===== config.mk =====
export PLATFORM = sky130hd
export DESIGN_NAME = cpu_run_ctrl
export DESIGN_NICKNAME = d
export VERILOG_FILES = /design/src/rtl/cpu_run_ctrl_pkg.sv /design/src/rtl/run_ctrl_debounce.sv /design/src/rtl/cpu_run_ctrl.sv
export SDC_FILE = /design/constraint.sdc
export NUM_CORES = 1
export LEC_CHECK = 0
export CORE_UTILIZATION = 35
export DETAILED_ROUTE_END_ITERATION = 8
export PLACE_DENSITY_LB_ADDON = 0.12
export REMOVE_ABC_BUFFERS = 1
export SYNTH_ARGS = -nofsm -noshare
export SYNTH_HDL_FRONTEND = slang
export SYNTH_SLANG_ARGS = --single-unit
export TNS_END_PERCENT = 50

===== constraint.sdc =====
create_clock -name clk -period 3.3 [get_ports clk]
set_clock_uncertainty 0.15 [all_clocks]
set_input_delay 0.825 -clock clk [delete_from_list [all_inputs] [get_ports clk]]
set_output_delay 0.825 -clock clk [all_outputs]
set_load 0.02 [all_outputs]

===== src/rtl/cpu_run_ctrl_pkg.sv =====
// -----------------------------------------------------------------------------
// cpu_run_ctrl_pkg
// Shared types and constants for the CPU run/step controller.
//   CNT_W        : width of the cycle and remaining-cycle counters
//   run_state_e  : controller run state, as exported on run_state
//   cmd_op_e     : touchscreen command opcodes carried on cmd_op
// -----------------------------------------------------------------------------
package cpu_run_ctrl_pkg;

    localparam int CNT_W = 32;

    typedef enum logic [1:0] {
        ST_HALT     = 2'd0,
        ST_RUN_N    = 2'd1,
        ST_RUN_FREE = 2'd2
    } run_state_e;

    typedef enum logic [1:0] {
        OP_HALT     = 2'd0,
        OP_RUN_N    = 2'd1,
        OP_RUN_FREE = 2'd2,
        OP_SET_BP   = 2'd3
    } cmd_op_e;

endpackage


===== src/rtl/run_ctrl_debounce.sv =====
// -----------------------------------------------------------------------------
// run_ctrl_debounce
// Push-button conditioning: two-flop synchronizer, debounce down-counter and
// a one-cycle pulse on each debounced rising edge.
//   clk     in  system clock
//   resetn  in  asynchronous active-low reset
//   btn     in  raw button level, asynchronous to clk
//   press   out one-cycle pulse when the debounced level goes 0 -> 1
// Parameter DEBOUNCE_CYCLES: equal synchronized samples needed before the
// debounced level follows the button.
// -----------------------------------------------------------------------------
module run_ctrl_debounce #(
    parameter int DEBOUNCE_CYCLES = 100000
) (
    input  logic clk,
    input  logic resetn,
    input  logic btn,
    output logic press
);

    localparam int CW = (DEBOUNCE_CYCLES > 1) ? $clog2(DEBOUNCE_CYCLES) : 1;
    localparam logic [CW-1:0] RELOAD = CW'(DEBOUNCE_CYCLES - 1);

    logic          sync_a;
    logic          sync_b;
    logic          level;
    logic          level_d;
    logic [CW-1:0] timer;

    // The timer reloads whenever the synchronized input agrees with the
    // debounced level, so only an unbroken run of differing samples reaches
    // terminal count and flips the level.
    always_ff @(posedge clk or negedge resetn) begin
        if (!resetn) begin
            sync_a  <= 1'b0;
            sync_b  <= 1'b0;
            level   <= 1'b0;
            level_d <= 1'b0;
            timer   <= RELOAD;
        end else begin
            sync_a  <= btn;
            sync_b  <= sync_a;
            level_d <= level;
            if (sync_b == level) begin
                timer <= RELOAD;
            end else if (timer == '0) begin
                level <= sync_b;
                timer <= RELOAD;
            end else begin
                timer <= timer - CW'(1);
            end
        end
    end

    assign press = level & ~level_d;

endmodule


===== src/rtl/cpu_run_ctrl.sv =====
// -----------------------------------------------------------------------------
// cpu_run_ctrl
// Run/step controller producing the registered clock enable for the
// multi-cycle CPU. Handles button single-step/stop, touchscreen RUN_N /
// RUN_FREE / HALT / SET_BP commands and an optional PC breakpoint.
//   clk         in   system clock (10 MHz)
//   resetn      in   asynchronous active-low reset
//   btn_step    in   raw push-button level, high = pressed
//   cmd_valid   in   one-cycle command strobe
//   cmd_op      in   command opcode (see cmd_op_e)
//   cmd_arg     in   RUN_N cycle count or SET_BP address
//   cpu_pc      in   CPU fetch PC
//   cpu_clk_en  out  registered CPU clock enable
//   run_state   out  0 HALT, 1 RUN_N, 2 RUN_FREE
//   cycle_cnt   out  enabled CPU cycles since reset (wraps)
//   remain_cnt  out  cycles left in the current RUN_N
//   bp_hit      out  sticky: run stopped by breakpoint
// Build option CPU_RUN_CTRL_BREAKPOINT_EN: when defined, the breakpoint
// register, comparator and prev_pc tracking exist; when undefined SET_BP is
// ignored and bp_hit is tied low.
//
// state       | meaning
// ------------+-----------------------------------------------------------
// ST_HALT     | CPU stopped; a press event gives a single one-cycle enable
// ST_RUN_N    | bounded run, remain_cnt counts down to the last enable
// ST_RUN_FREE | enable every cycle until HALT, press or breakpoint
// -----------------------------------------------------------------------------
module cpu_run_ctrl
    import cpu_run_ctrl_pkg::*;
#(
    parameter int DEBOUNCE_CYCLES = 100000
) (
    input  logic             clk,
    input  logic             resetn,
    input  logic             btn_step,
    input  logic             cmd_valid,
    input  logic [1:0]       cmd_op,
    input  logic [31:0]      cmd_arg,
    input  logic [31:0]      cpu_pc,
    output logic             cpu_clk_en,
    output logic [1:0]       run_state,
    output logic [CNT_W-1:0] cycle_cnt,
    output logic [CNT_W-1:0] remain_cnt,
    output logic             bp_hit
);

    run_state_e       state_q, state_d;
    logic             en_q, en_d;
    logic [CNT_W-1:0] remain_q, remain_d;
    logic [CNT_W-1:0] cycle_cnt_q, cycle_cnt_d;
    logic             press;
    logic             bp_trig;

    run_ctrl_debounce #(
        .DEBOUNCE_CYCLES(DEBOUNCE_CYCLES)
    ) u_debounce (
        .clk    (clk),
        .resetn (resetn),
        .btn    (btn_step),
        .press  (press)
    );

`ifdef CPU_RUN_CTRL_BREAKPOINT_EN
    logic        bp_hit_q, bp_hit_d;
    logic        bp_armed_q, bp_armed_d;
    logic [31:0] bp_addr_q, bp_addr_d;
    logic [31:0] prev_pc_q;

    // Fire only on arrival at bp_addr so a run restarted while sitting on the
    // breakpoint address can move off it.
    assign bp_trig = bp_armed_q && (state_q != ST_HALT) &&
                     (cpu_pc == bp_addr_q) && (prev_pc_q != bp_addr_q);

    always_ff @(posedge clk or negedge resetn) begin
        if (!resetn) begin
            bp_hit_q   <= 1'b0;
            bp_armed_q <= 1'b0;
            bp_addr_q  <= '0;
            prev_pc_q  <= '0;
        end else begin
            bp_hit_q   <= bp_hit_d;
            bp_armed_q <= bp_armed_d;
            bp_addr_q  <= bp_addr_d;
            prev_pc_q  <= cpu_pc;
        end
    end

    assign bp_hit = bp_hit_q;
`else
    logic unused_pc;

    assign unused_pc = ^cpu_pc;
    assign bp_trig   = 1'b0;
    assign bp_hit    = 1'b0;
`endif

    always_ff @(posedge clk or negedge resetn) begin
        if (!resetn) begin
            state_q     <= ST_HALT;
            en_q        <= 1'b0;
            remain_q    <= '0;
            cycle_cnt_q <= '0;
        end else begin
            state_q     <= state_d;
            en_q        <= en_d;
            remain_q    <= remain_d;
            cycle_cnt_q <= cycle_cnt_d;
        end
    end

    // Baseline behaviour of the current state is computed first, then
    // overridden in increasing priority: press, breakpoint, command.
    always_comb begin
        state_d     = state_q;
        en_d        = 1'b0;
        remain_d    = remain_q;
        cycle_cnt_d = cycle_cnt_q + CNT_W'(en_q);
`ifdef CPU_RUN_CTRL_BREAKPOINT_EN
        bp_hit_d    = bp_hit_q;
        bp_armed_d  = bp_armed_q;
        bp_addr_d   = bp_addr_q;
`endif

        case (state_q)
            ST_RUN_FREE: en_d = 1'b1;
            ST_RUN_N: begin
                if (remain_q == '0) begin
                    state_d = ST_HALT;
                end else begin
                    remain_d = remain_q - CNT_W'(1);
                    en_d     = 1'b1;
                end
            end
            default: en_d = 1'b0;
        endcase

        if (cmd_valid) begin
            case (cmd_op_e'(cmd_op))
                OP_HALT: begin
                    state_d = ST_HALT;
                    en_d    = 1'b0;
                end
                OP_RUN_N: begin
                    if (cmd_arg != '0) begin
                        state_d  = ST_RUN_N;
                        remain_d = cmd_arg - CNT_W'(1);
                        en_d     = 1'b1;
`ifdef CPU_RUN_CTRL_BREAKPOINT_EN
                        bp_hit_d = 1'b0;
`endif
                    end
                end
                OP_RUN_FREE: begin
                    state_d = ST_RUN_FREE;
                    en_d    = 1'b1;
`ifdef CPU_RUN_CTRL_BREAKPOINT_EN
                    bp_hit_d = 1'b0;
`endif
                end
                OP_SET_BP: begin
`ifdef CPU_RUN_CTRL_BREAKPOINT_EN
                    bp_addr_d  = cmd_arg;
                    bp_armed_d = 1'b1;
                    bp_hit_d   = 1'b0;
`endif
                end
                default: ;
            endcase
        end else if (bp_trig) begin
            state_d = ST_HALT;
            en_d    = 1'b0;
`ifdef CPU_RUN_CTRL_BREAKPOINT_EN
            bp_hit_d = 1'b1;
`endif
        end else if (press) begin
            if (state_q == ST_HALT) begin
                en_d = 1'b1;
            end else begin
                state_d = ST_HALT;
                en_d    = 1'b0;
            end
        end
    end

    assign cpu_clk_en = en_q;
    assign run_state  = state_q;
    assign cycle_cnt  = cycle_cnt_q;
    assign remain_cnt = remain_q;

endmodule


==> impl_results.md <==
- Status: finished clean
- Top cells by area, synth: dfrtp_1 (38%), xnor2_1 (10%), dfstp_2 (5.2%), xor2_1 (5.2%), nand2_1 (3.7%)
- Layout cell share with drive strength beyond 1: 12.42%
- Nets: 719
- Worst EP arrival: 3.00 ns
- CP required: 3.37 ns
- Max H-tree Level: 3
- Fin crit period: 2.926 ns
- Initial antenna violation count: 0
- Largest family of logic cells by synthesized area: simple AND/OR/NAND/NOR gates
- Avg Vias per Cell: 5.096
- Hold Slack: 0.2023 ns
- Tightest Hold Check Type: flip-flop to flip-flop
- Setup ws final: 0.3736 ns
- Yosys top cell area share: 38.49%
- Yosys warnings: 0
- Later-pin clock latency in the skew report: 0.35 ns
- MaxCap Viol Count: 0
- Post-layout util: 48.55%
- Yosys cell types: 56
- First-pass GRT wire length: 20.85 mm
- Unrepaired setup endpoints after global routing: false
- Synth Area in Adders: 2.467%
- Worst IR Drop VDD: 0.0002576 V
- First-pass DRT Iterations: 4
- Largest net degree at the start of global routing: 41
- Sequential fraction of the synthesis area: 43.67%
- Core Area: 13990 sq um
- PortBufs: 104
- Dominant synthesized flop cell: dfrtp_1
- Clock sinks: 88
- Startpoint Class: input pin
- Final setup violation count: 0
- Relative slew slack: 42.33%
- Post-synth top cells: dfrtp_1 (78), xnor2_1 (59), nand2_1 (50), nor2_1 (49), xor2_1 (30)
- Post-synthesis async set-or-reset flop share: 100.0%
- LEAKAGE: 2.633 nW
- I/O pin cnt: 138
- Crit. End Element: flip-flop
- Vias in the first global route: 4147
- Final ANT Viol Nets: 0
- Final wirelength: 12.77 mm
- Number of fill cells: 1339
- GPL Wtd Cong: 0.8170
- Die area: 14970 sq um
- CTS root buf: clkbuf_16
- Post-Synth Simple-Gate Area: 25.96%
- DR WL/cell: 15.50 um
- Hpwl dp: 9.827 mm
- Syn Area/Cell: 10.02 sq um
- CTS tree: built
- Clock slew at reported path FFs: 0.07 ns
- Pre-CTS setup slack: 0.01524 ns
- Max-slew violations: 0
- CTS Buf Count: 9
- Max Buffers Root-to-Sink: 2
- Slew @ Worst Pin: 0.8577 ns
- Total setup buffers inserted after CTS: 0
- Mapped Cells: 506
- Multiplexer area fraction after synthesis: 2.813%
- Resize count post-CTS: 0
- Hold_buf cts: 0
- DRC viols: 0
- Final hold vios: 0
- DR vias: 4199
- Row count: 43
- Complex-gate fraction of the synthesized area: 7.402%
- Setup CP Type: input pin to flip-flop
- Die height: 122.4 um
- Largest area contributor in the synthesized netlist: dfrtp_1
- Synthesized area: 5071 sq um
- Synth Register Bits: 88
- Gr usage total: 18.14%
- Most common cell in the netlist: dfrtp_1
- Drt initial violations: 193
- Area grow syn2layout: 33.93%
- Initial Utilization: 36.25%
- CP max FO: 3
- Die width: 122.4 um
- Post-Synth XOR/XNOR Area: 15.37%
- Fin crit share: 88.68%
- EDFF count, synth: 0
- Pwr/cell area: 483.7 nW/um^2
- Total negative slack: 0 ns
- Number of diodes: 0
- GRT overflow: 0
- Fmax: 341.7 MHz
==> final timing paths <==
kind	slack, ns	cells after the start	startpoint	end
setup / recovery	0.37	9	cmd_arg[0]	remain_cnt[26]$_DFF_PN0_
hold / removal	0.20	0	u_debounce.sync_a$_DFF_PN0_	u_debounce.sync_b$_DFF_PN0_
setup reg to reg	0.61	6	remain_cnt[14]$_DFF_PN0_	remain_cnt[1]$_DFF_PN0_
hold reg to reg	0.20	0	u_debounce.sync_a$_DFF_PN0_	u_debounce.sync_b$_DFF_PN0_
max in group asynchronous	1.94	2	resetn	u_debounce.timer[7]$_DFF_PN1_
min in group asynchronous	0.32	1	resetn	cycle_cnt[18]$_DFF_PN0_
==> routing by layer <==
layer | track usage (%) | share of wire [%]
met1 | 24.55 | 47
met3 | 2.928 | 3.1
met4 | 6.707 | 1.5
met2 | 29.07 | 48
met5 | 0 | 0
==> flip-flops by register name (all words and copies together), names as in the netlist <==
signal / flops
cycle_cnt: 32
remain_cnt: 32
u_debounce.timer: 17
run_state: 2
cpu_clk_en: 1
u_debounce.level: 1
u_debounce.level_d: 1
u_debounce.sync_a: 1
u_debounce.sync_b: 1
==> cell type report <==
type	count	area (sq um)	area share [%]
clock buffers	10	239.0	3.519
clock inverters	6	50.05	0.7369
inverters	9	33.78	0.4974
multi-input cells	399	2743	40.38
flip-flops and latches	88	2215	32.61
well taps	180	225.2	3.316
repair buffers	132	1286	18.94
==> per-stage QoR <==
step / total power (W) / area (sq um) / std cells
floorplan: 0.001825 / 4991 / 496
global placement: 0.002293 / 6502 / 808
detailed placement: 0.002311 / 6502 / 808
CTS: 0.003323 / 6792 / 824
global route: 0.003459 / 6792 / 824
finish: 0.003285 / 6792 / 824
==> critical path: stages <==
cell and delay [ns]:
clkdlybuf4s50_1 0.44, inv_1 0.09, ha_1 0.16, or3b_2 0.50
nor4_4 0.34, nand2_1 0.16, nor3_1 0.21, xnor2_1 0.17
mux2i_1 0.10
==> report_power, final <==
| group | switching, W | total [W] | internal [W] |
|---|---|---|---|
| Clock | 0.000453 | 0.000994 | 0.000542 |
| Combinational | 0.000435 | 0.000878 | 0.000442 |
| Sequential | 0.000198 | 0.00141 | 0.00122 |
| Total | 0.00109 | 0.00328 | 0.00220 |
==> logic make-up (layout without fill, tap and decap cells) <==
group / after synthesis / count (layout)
AO/OA/AOI/OAI: 52 / 52
XOR/XNOR: 89 / 89
adder cells (fa/ha/maj): 10 / 10
buffers and inverters: 19 / 157
flip-flops: 88 / 88
multiplexers: 14 / 14
other: 1 / 1
AND/OR/NAND/NOR: 233 / 233
==> cell usage in the layout (no fill, tap or decap), types with 6 or more instances in the layout <==
| master | instances |
|---|---|
| a21oi_1 | 15 |
| and3_1 | 9 |
| buf_4 | 26 |
| clkbuf_16 | 9 |
| clkdlybuf4s50_1 | 103 |
| dfrtp_1 | 78 |
| dfstp_2 | 10 |
| ha_1 | 10 |
| inv_1 | 9 |
| mux2i_1 | 12 |
| nand2_1 | 50 |
| nand3_1 | 22 |
| nand4_1 | 10 |
| nor2_1 | 49 |
| nor3_1 | 23 |
| nor4_1 | 15 |
| o31ai_1 | 6 |
| or4_1 | 7 |
| xnor2_1 | 59 |
| xor2_1 | 30 |
(Power assumes the default switching activity.)
